### src/rtl/prog_sequencer.sv
// ---------------------------------------------------------------------------
// prog_sequencer
//   Run-control initiator for the program counter. Holds the PC in reset for
//   RST_CYCLES cycles after a start request, releases it for the run, ends the
//   run on a decoder halt or on the watchdog limit, pulses done, and then
//   advances the program index that selects the next run's start address.
//
// Parameters
//   RST_CYCLES  cycles pc_reset stays high in LOAD before the run (>= 1)
//   MAX_CYCLES  watchdog limit on RUN cycles (2..65535)
//
// Ports
//   CLK          in   clock, all state changes on posedge
//   reset        in   asynchronous active-low reset of the whole block
//   start        in   run request, sampled only in IDLE
//   halt         in   halt instruction seen by the decoder, used only in RUN
//   pc_reset     out  PC synchronous reset; low only while running
//   state        out  [1:0] program index selecting the PC start address
//   busy         out  high in LOAD and RUN
//   done         out  one-cycle completion pulse
//   timeout      out  last run ended by the watchdog; held until next start
//   cycle_count  out  [15:0] RUN cycles of the current/last run
// ---------------------------------------------------------------------------
module prog_sequencer #(
  parameter int RST_CYCLES = 2,
  parameter int MAX_CYCLES = 1000
) (
  input  logic        CLK,
  input  logic        reset,
  input  logic        start,
  input  logic        halt,
  output logic        pc_reset,
  output logic [1:0]  state,
  output logic        busy,
  output logic        done,
  output logic        timeout,
  output logic [15:0] cycle_count
);

  typedef enum logic [1:0] {
    S_IDLE = 2'd0,
    S_LOAD = 2'd1,
    S_RUN  = 2'd2,
    S_DONE = 2'd3
  } fsm_t;

  localparam logic [15:0] LOAD_LAST = 16'(RST_CYCLES - 1);
  localparam logic [15:0] WD_LAST   = 16'(MAX_CYCLES - 1);

  fsm_t        r_fsm;
  fsm_t        w_fsm_nxt;
  logic [15:0] r_load_cnt;
  logic [15:0] r_cycle_cnt;
  logic        r_timeout;
  logic [1:0]  r_prog;
  logic        w_load_end;
  logic        w_wd_hit;

  assign w_load_end = (r_load_cnt == LOAD_LAST);
  assign w_wd_hit   = (r_cycle_cnt == WD_LAST);

  // FSM state register
  always_ff @(posedge CLK or negedge reset) begin
    if (!reset) r_fsm <= S_IDLE;
    else        r_fsm <= w_fsm_nxt;
  end

  // Next-state logic; halt takes priority over the watchdog
  always_comb begin
    w_fsm_nxt = r_fsm;
    case (r_fsm)
      S_IDLE: if (start)               w_fsm_nxt = S_LOAD;
      S_LOAD: if (w_load_end)          w_fsm_nxt = S_RUN;
      S_RUN:  if (halt || w_wd_hit)    w_fsm_nxt = S_DONE;
      S_DONE:                          w_fsm_nxt = S_IDLE;
      default:                         w_fsm_nxt = S_IDLE;
    endcase
  end

  // Counters, timeout flag and program index
  always_ff @(posedge CLK or negedge reset) begin
    if (!reset) begin
      r_load_cnt  <= '0;
      r_cycle_cnt <= '0;
      r_timeout   <= 1'b0;
      r_prog      <= '0;
    end else begin
      case (r_fsm)
        S_IDLE: begin
          if (start) begin
            r_load_cnt  <= '0;
            r_cycle_cnt <= '0;
            r_timeout   <= 1'b0;
          end
        end
        S_LOAD: r_load_cnt <= r_load_cnt + 16'd1;
        S_RUN: begin
          // Counts the exit edge too, so a watchdog exit reports MAX_CYCLES.
          r_cycle_cnt <= r_cycle_cnt + 16'd1;
          if (!halt && w_wd_hit) r_timeout <= 1'b1;
        end
        S_DONE: r_prog <= r_prog + 2'd1;
        default: ;
      endcase
    end
  end

  // Outputs decoded straight from the FSM so an async reset shows at once
  assign pc_reset    = (r_fsm != S_RUN);
  assign busy        = (r_fsm == S_LOAD) || (r_fsm == S_RUN);
  assign done        = (r_fsm == S_DONE);
  assign state       = r_prog;
  assign timeout     = r_timeout;
  assign cycle_count = r_cycle_cnt;

endmodule

### config.mk
export PLATFORM = sky130hd
export DESIGN_NAME = prog_sequencer
export DESIGN_NICKNAME = d
export VERILOG_FILES = /design/src/rtl/prog_sequencer.sv
export SDC_FILE = /design/constraint.sdc
export NUM_CORES = 1
export LEC_CHECK = 0
export CAP_MARGIN = 20
export CORE_ASPECT_RATIO = 0.8
export CORE_MARGIN = 1
export CORE_UTILIZATION = 55
export CTS_BUF_LIST = sky130_fd_sc_hd__clkbuf_4
export CTS_CLUSTER_SIZE = 24
export DETAILED_ROUTE_END_ITERATION = 10
export DONT_BUFFER_PORTS = 1
export GPL_TIMING_DRIVEN = 0
export PLACE_DENSITY = 0.74
export SLEW_MARGIN = 20
export SYNTH_ARGS = -nofsm -noshare
export SYNTH_HDL_FRONTEND = slang
export SYNTH_SLANG_ARGS = --single-unit
### constraint.sdc
create_clock -name CLK -period 2.2 [get_ports CLK]
set_input_delay 0.33 -clock CLK [delete_from_list [all_inputs] [get_ports CLK]]
set_output_delay 0.33 -clock CLK [all_outputs]
set_load 0.1 [all_outputs]
---- Word level (Yosys, flattened, before mapping) ----
Cells that the tools add are included.
word-level totals
  register bits ........................... 37
  bits of input ports ..................... 4
  logic and storage cells ................. 39
operators by class
  $add $sub $neg .......................... 3
  eq/ne operators ......................... 10
  muxes and demuxes ....................... 10
  reductions and logical operators ........ 11
operators by type and width
  operator                 count
  $pmux W16 S2             2
  $add A16 B1 Y16 const B  2
  $eq A16 B1 Y1 const B    1
  $eq A16 B10 Y1 const B   1
  $mux W16                 1
  $ne A2 B2 Y1 const B     5
  $pmux W2 S4              1
  $mux W2                  3
  $reduce_and A3 Y1        2
  $eq A2 B2 Y1 const B     2
  $reduce_and A2 Y1        2
  $reduce_bool A2 Y1       2
  $add A2 B1 Y2 const B    1
  $eq A2 B1 Y1 const B     1
  $logic_not A2 Y1         1
  $logic_or A1 B1 Y1       2
  $mux W1                  2
  $pmux W1 S2              1
  $logic_and A1 B1 Y1      1
  $logic_not A1 Y1         1

---- Logic depth before layout (Yosys ltp) ----
Gate-level depths: netlist (run 1).
  depth after elaboration ................. 4
  gate-level depth with buffers ........... 8
  depth with buffers taken out ............ 6

---- Least setup slack after synthesis (run 1) ----
Ideal clock, no wire load.
  path kind ............................... flip-flop to flip-flop
  start ................................... register r_cycle_cnt[4] (netlist: cycle_count[4])
  end ..................................... register r_cycle_cnt[15] (netlist: cycle_count[15])
  library setup time ...................... 0.078 ns
  arrival ................................. 2.370 ns
  data required time ...................... 2.122 ns
  slack ................................... -0.248 ns
  stages on the path, launching flop included .. 5
  path buffers ............................ 0
  clock period less this slack ............ 2.448 ns
  cells stage by stage .................... dfrtp_1 nand3_1 or3_1 or4_1 a21oi_1
on the way
  word-level cells in the longest chain between the ends .. 2
RTL lines
  element                   RTL line  text
  start: declaration        53        logic [15:0] r_cycle_cnt;
  start signal: assignment  99        r_cycle_cnt <= r_cycle_cnt + 16'd1;
  $add A16 B1 Y16           99
  $pmux W16 S2              88        case (r_fsm)
Every way passes these cells.
A chain may end at the register's enable or synchronous reset.

---- Worst setup path in the final report (run 1) ----
  start ................................... register r_cycle_cnt[14] (netlist: cycle_count[14])
  end ..................................... register r_fsm[1]
on the way
  word-level cells in the longest chain between the ends .. 4
RTL lines
  element                      RTL line  text
  $eq A16 B10 Y1               60        assign w_wd_hit = (r_cycle_cnt == WD_LAST);
  $logic_or A1 B1 Y1           74        S_RUN: if (halt || w_wd_hit) w_fsm_nxt = S_DONE;
  $ne A2 B2 Y1 (no line)       -
  $reduce_and A3 Y1 (no line)  -
  end signal: assignment       65        else r_fsm <= w_fsm_nxt;
  end: declaration             50        fsm_t r_fsm;
Every way passes these cells.

==> metrics.txt, run 1 <==
Final Routed Wirelength 4.79 mm; RSZ-0062 raised after global routing no; 1st-iter DRT viols 239; FF+latch count, synth 37; area grow syn2layout 15.2%; largest net degree at the start of global routing 38; Synth warnings 0; Cell variety after synth 46; FF/Latch Area 966 µm²; Skew-Pair Late Insertion Delay 350 ps; first-pass GRT wire length 8.02 mm; Worst-path clk slew 110 ps; crit share post-route 0.983; hpwl dp 3.22 mm; diode count 0; Fillers 269; Comb pwr share 0.422; Post-Route Skew 12.6 ps; met1 usage 0.362; sw frac 0.516; Gate Count Post-Synth 210; CP top delay family simple AND/OR/NAND/NOR gates; Crit-path slowest cell dfrtp_4; GRT overflow 0; PnR worst setup slack 36.9 ps; post-route setup TNS 0 ps; P_leak 0.881 nW; CP max stage delay 650 ps; placed insts 252; Setup crit start kind flip-flop; Routed Antenna Nets 0; Worst Max-Slew Pin Slew 1060 ps; Mapped Nets 221; Final Power 2.81 mW; Vias 1809; Max VDD drop 1.45 mV; Final min period 2160 ps; row count 19; worst-path fanout max 5; # IOs 26; maxcap violations 0; register share of total power 0.444; Starting Density 0.580; NetSw 1.45 mW; Seq/Total Area, Yosys 0.460; port bufs 0; busiest grt layer met2; CTS H-tree depth 2; Max Buffers Root-to-Sink 2; initial antenna violation count 0; vias in the first global route 1689; CP endpoint kind flip-flop; syn avg cell area 9.58 µm²; Post-synth top flop dfrtp_1; CTS tree built; final setup vio count 0; Die Height 56.1 µm; GP Congestion 0.835; CP cell instances nor4_1 -> nand4_1 -> a311oi_2 -> mux2_1; Async SR Flop Fraction 1.00; Hold Violations, Final 0; Final Net Count 235; status completed; Via density 6.78; Initial DRT Pass Iterations 5; cell-internal power 1.36 mW; met2 global-route usage 0.401; total die area 0.00391 mm²; Core ar. 0.00347 mm²; Residual DRC 0; multi-input logic area 0.00110 mm²; share of cells above drive strength 1 0.227; Avg WL per Cell 17.9 µm; Placement Setup Slack -207 ps; Hold Path Class in2reg; CTS buffer count 5; Max Clock Freq 0.462 GHz; total track usage 0.264; synthesized area 0.00201 mm²; die width 69.6 µm; Root Buffer clkbuf_4; Slew headroom 0.293; Final Slew Violations 0; worst path buffer plus inverter count 0; pwr/cell area 1210 mW/mm²; worst endpoint required time 2440 ps; clk sinks 37; Finished Layout Cells 267; Crit Path Class reg2reg; Clock power frac 0.134; GRT met3 Usage 0.0688; Worst EP arrival 2400 ps; EDFF count, synth 0
## registers in the layout, indices dropped and copies added, names as in the netlist
register and cells:
cycle_count 16, r_fsm 2, r_load_cnt 16, state 2
timeout 1
## worst register-to-register path, cell delays in order, from the launching register on
cell      delay [ps]
dfrtp_4          650
nor4_1           410
nand4_1          250
a311oi_2         380
mux2_1           350
## routing by layer
layer  vias to the layer above  share of wire  wire (µm)
li1                        816              -          -
met1                       898           0.45       2140
met2                        85           0.47       2240
met3                        10          0.068        326
met4                         0          0.018         87
met5                         -              0          0
## cell usage in the layout, fill, tap and decap left out, types with 3 or more instances in the layout
cell type,netlist,layout
nor2_1,13,13
or3_1,7,6
dfrtp_1,37,21
xnor2_1,8,8
nand2_1,20,20
nand2b_1,3,3
inv_1,10,8
nand3_1,8,7
dfrtp_2,0,8
o21ai_1,3,3
a21oi_1,10,8
buf_4,1,8
o31ai_1,11,11
nand4_1,3,3
nor4_1,7,7
nor3b_1,3,3
dfrtp_4,0,8
ha_1,7,4
or4_1,5,4
o21ai_0,12,12
clkbuf_4,0,7
## power by group through the flow
stage                     Clock (mW)  Combinational (mW)  Sequential [mW]
after global routing           0.404                1.28             1.26
after floorplan                    0               0.871             1.22
after CTS                      0.382                1.14             1.24
after detailed placement           0                1.00             1.25
after global placement             0               0.971             1.24
final                          0.376                1.19             1.25
## final cells by class
cell class	count	area share
clock buffer	7	0.0227
tap	42	0.0227
buffer	4	0.00810
inverter	10	0.0162
multi-input combinational	156	0.473
clock inverter	1	0.00162
sequential	37	0.417
timing repair buffer	10	0.0389
## metrics by stage
stage	area (µm²)	util	hold WS, ps
floorplan	2050	-	34.4
global placement	2100	0.605	35.1
detailed placement	2100	0.605	35.1
CTS	2270	0.655	157
global route	2320	0.668	168
finish	2320	0.668	163
## final timing paths
path | start | endpoint | slack [ps] | cells past startpoint
max | cycle_count[14] | r_fsm[1] | 40 | 4
min | halt | timeout | 160 | 2
max reg2reg | cycle_count[14] | r_fsm[1] | 40 | 4
min reg2reg | r_load_cnt[14] | r_load_cnt[14] | 530 | 1
max in group asynchronous | reset | cycle_count[9] | 1540 | 2
min in group asynchronous | reset | cycle_count[7] | 440 | 2
## synthesized netlist by cell type, types with 3 or more instances
| master | instances | area share |
|---|---|---|
| o21ai_1 | 3 | 0.0075 |
| nor4_1 | 7 | 0.022 |
| nor3_1 | 3 | 0.0075 |
| dfrtp_1 | 37 | 0.46 |
| or3_1 | 7 | 0.022 |
| o21ai_0 | 12 | 0.030 |
| ha_1 | 7 | 0.044 |
| nand2_1 | 20 | 0.037 |
| xnor2_1 | 8 | 0.035 |
| nor3b_1 | 3 | 0.011 |
| clkbuf_1 | 4 | 0.0075 |
| or4_1 | 5 | 0.019 |
| o31ai_1 | 11 | 0.041 |
| nand3_1 | 8 | 0.020 |
| nand4_1 | 3 | 0.0093 |
| nor2_1 | 13 | 0.024 |
| a21oi_1 | 10 | 0.025 |
| nand2b_1 | 3 | 0.0093 |
| inv_1 | 10 | 0.019 |
| mux2i_1 | 3 | 0.015 |
## timing repair
item | 4_1_cts | 5_1_grt
pin swaps | 3 | 3
endpoints found under the hold margin | 37 | 0
gates resized for setup | 17 | 17
hold buffers | 2 | 0
setup buffers | 8 | 0
endpoints found under the setup margin | 12 | 13
## logic make-up after synthesis
kind of cell / after synthesis / synth area share
AND/OR/NAND/NOR: 82 / 0.219
buffers and inverters: 17 / 0.0348
adder cells (fa/ha/maj): 7 / 0.0435
XOR/XNOR: 9 / 0.0392
multiplexers: 4 / 0.0205
flip-flops: 37 / 0.460
AO/OA/AOI/OAI: 54 / 0.183
No activity file was read; power rests on OpenSTA's default activity.
==> inputs of run 2 (changes only) <==
Settings changed: ABC_AREA set to 1, PLACE_DENSITY 0.74 to 0.73.
==> run 2 against run 1 <==
The flow now finishes with violations (DRC). Critical path depth grew 4. Non-clock buffer count down 4. Count of clock-buffer cells in the layout fell by 2. First-iteration DRC count shrank 51%. Worst setup slack worse by 3.5 ps. Combinational power is 4% higher. Global-route usage fell by 1.8 points. Flip-flop and latch count unchanged. Clock skew rose by 3.0 ps. Critical endpoint is now cycle_count[11]. Wire length is 6.6% lower.
==> metrics.txt, run 2 <==
final core occ 0.670 (was 0.668); P_leak 1.16 nW (was 0.881 nW); RSZ-0062 raised after global routing yes (was no); Final Slew Violations 0 (unchanged); total track usage 0.246 (was 0.264); share of cells above drive strength 1 0.131 (was 0.227); WHS Path Cells 3 (was 2); Initial DRT Pass Iterations 9 (was 5); initial antenna violation count 0 (unchanged); Vias 1853 (was 1809); Post-DP Area 0.00217 mm² (was 0.00210 mm²); Die Height 57.5 µm (was 56.1 µm); Seq/Total Area, Yosys 0.437 (was 0.460); Final Power 2.90 mW (was 2.81 mW); met2 global-route usage 0.362 (was 0.401); Avg WL per Cell 12.9 µm (was 17.9 µm); synthesized area 0.00212 mm² (was 0.00201 mm²); Synth warnings 0 (unchanged); GP Congestion 0.826 (was 0.835); Slew headroom 0.306 (was 0.293); largest cells by area after synthesis dfrtp_1 (44%), nand2_1 (13%), nor2_1 (8.2%) (was dfrtp_1 (46%), ha_1 (4.4%), o31ai_1 (4.1%)); CTS tree built (unchanged); Residual DRC 2 (was 0); commonest non-fill, non-tap cell in the layout nand2_1 (was dfrtp_1); Hold Path Class in2reg (unchanged); Setup crit start kind flip-flop (unchanged); worst-path fanout max 6 (was 5); CTS H-tree depth 2 (unchanged); FF+latch count, synth 37 (unchanged); CP Launch Point r_fsm[0] (was cycle_count[14]); CP cell instances inv_2 -> ha_4 -> clkinvlp_4 -> o21ai_4 -> nand2_2 -> nor2_4 -> buf_4 -> a21oi_1 (was nor4_1 -> nand4_1 -> a311oi_2 -> mux2_1); vias in the first global route 1689 (unchanged); Placement Setup Slack -235 ps (was -207 ps); Max Buffers Root-to-Sink 2 (unchanged); most frequent cells in the layout nand2_1 (74), nor2_1 (46), inv_1 (37) (was dfrtp_1 (21), nand2_1 (20), nor2_1 (13)); Routed Antenna Nets 0 (unchanged); Worst Max-Slew Pin Slew 1040 ps (was 1060 ps); most numerous cell in the Yosys netlist nand2_1 (was dfrtp_1); FF-to-FF path depth 8 (was 4); Post-synth top cells nand2_1 (76), nor2_1 (46), inv_1 (39) (was dfrtp_1 (37), nand2_1 (20), nor2_1 (13)); 1st-iter DRT viols 118 (was 239); Root Buffer clkbuf_4 (unchanged); GRT overflow 0 (unchanged); status finished with violations (was completed); met1 usage 0.355 (was 0.362); Skew-Pair Late Insertion Delay 350 ps (about the same); Gate Count Post-Synth 290 (was 210); Crit-path slowest cell clkinvlp_4 (was dfrtp_4); Worst EP arrival 2350 ps (was 2400 ps); Max Clock Freq 0.462 GHz (about the same); CTS buffer count 5 (unchanged); clk sinks 37 (unchanged); Via density 5.32 (was 6.78); Core ar. 0.00354 mm² (was 0.00347 mm²); launching point of the worst reg2reg path r_fsm[0] (was cycle_count[14]); Hold Crit Start halt (unchanged); Cell variety after synth 26 (was 46); first-pass GRT wire length 7.71 mm (was 8.02 mm); Post-Route Skew 15.6 ps (was 12.6 ps); Max VDD drop 0.706 mV (was 1.45 mV); crit share post-route 0.985 (was 0.983); Final min period 2170 ps (was 2160 ps); PnR worst setup slack 33.4 ps (was 36.9 ps); Synth area leader dfrtp_1 (unchanged); WHS 141 ps (was 163 ps); total die area 0.00410 mm² (was 0.00391 mm²); syn avg cell area 7.30 µm² (was 9.58 µm²); Final Routed Wirelength 4.48 mm (was 4.79 mm); worst endpoint required time 2390 ps (was 2440 ps); failing checks DRC; CP endpoint kind flip-flop (unchanged); Reg-to-Reg End cycle_count[11] (was r_fsm[1]); largest net degree at the start of global routing 38 (unchanged); diode count 0 (unchanged); Async SR Flop Fraction 1.00 (unchanged); placed insts 332 (was 252); Mapped Nets 301 (was 221); design area 0.00237 mm² (was 0.00232 mm²); Hold Violations, Final 0 (unchanged); EDFF count, synth 0 (unchanged); GRT met3 Usage 0.0707 (was 0.0688); busiest grt layer met2 (unchanged); die width 71.4 µm (was 69.6 µm); Worst-path clk slew 130 ps (was 110 ps); Final Net Count 316 (was 235); port bufs 0 (unchanged); Starting Density 0.598 (was 0.580); post-route setup TNS 0 ps (unchanged); row count 19 (unchanged); Crit Path Class reg2reg (unchanged); Post-synth top flop dfrtp_1 (unchanged); Finished Layout Cells 348 (was 267); final setup vio count 0 (unchanged); maxcap violations 0 (unchanged); hpwl dp 3.12 mm (was 3.22 mm); setup slack, reg-to-reg 30 ps (was 40 ps); CP max stage delay 480 ps (was 650 ps); Fillers 298 (was 269); area grow syn2layout 12.2% (was 15.2%); pwr/cell area 1220 mW/mm² (was 1210 mW/mm²); Hold Crit Endpoint timeout (unchanged); # IOs 26 (unchanged); top-area cell type share of the netlist area 0.437 (was 0.460)
[run 2: worst max path at each step]
stage | slack [ps] | to
6_report | 30 | cycle_count[11]
5_1_grt | -80 | cycle_count[13]
4_1_cts | 40 | cycle_count[11]
3_5_place_dp | -240 | cycle_count[11]
3_3_place_gp | -230 | cycle_count[11]
2_1_floorplan | 60 | cycle_count[11]
[run 2: final cells by class]
| type | instances | area, µm² | area share |
|---|---|---|---|
| Buffer | 2 | 16.3 | 0.00685 |
| Clock buffer | 5 | 37.5 | 0.0158 |
| Clock inverter | 3 | 41.3 | 0.0174 |
| Inverter | 39 | 150 | 0.0632 |
| Multi-Input combinational cell | 212 | 1060 | 0.448 |
| Sequential cell | 37 | 937 | 0.395 |
| Tap cell | 42 | 52.6 | 0.0221 |
| Timing Repair Buffer | 8 | 75.1 | 0.0316 |
[run 2: cell families (layout without fill, tap and decap cells)]
| kind of cell | Yosys count | count (layout) | synth area share |
|---|---|---|---|
| fa+ha+maj | 7 | 7 | 0.0414 |
| xor+xnor | 3 | 3 | 0.0124 |
| compound gates | 39 | 39 | 0.101 |
| buf+inv | 41 | 57 | 0.0739 |
| simple gates | 163 | 163 | 0.334 |
| flops | 37 | 37 | 0.437 |
[run 2: metal layers]
metal | vias up | share of wire
met4 | 0 | 0.012
met1 | 852 | 0.52
met2 | 39 | 0.41
met3 | 7 | 0.052
li1 | 955 | -
met5 | - | 0
[run 2: repair_timing]
| action | in CTS | in global routing |
|---|---|---|
| buffers inserted | 3 | 3 |
| resized for setup | 12 | 7 |
| pin swaps | 1 | 3 |
| setup endpoints to repair | 14 | 18 |
| hold endpoints to repair | 37 | 0 |
| hold buffers | 2 | 0 |
[run 2: worst max-delay path, delay by kind of cell (launching register included)]
kind	cells	cell delay (ps)
compound gates	2	460
flops	1	410
fa+ha+maj	1	180
simple gates	2	250
buf+inv	3	700
[run 2: power by group]
group          internal, mW  switching [mW]
sequential            0.770           0.415
clock                 0.235           0.240
combinational         0.378           0.862
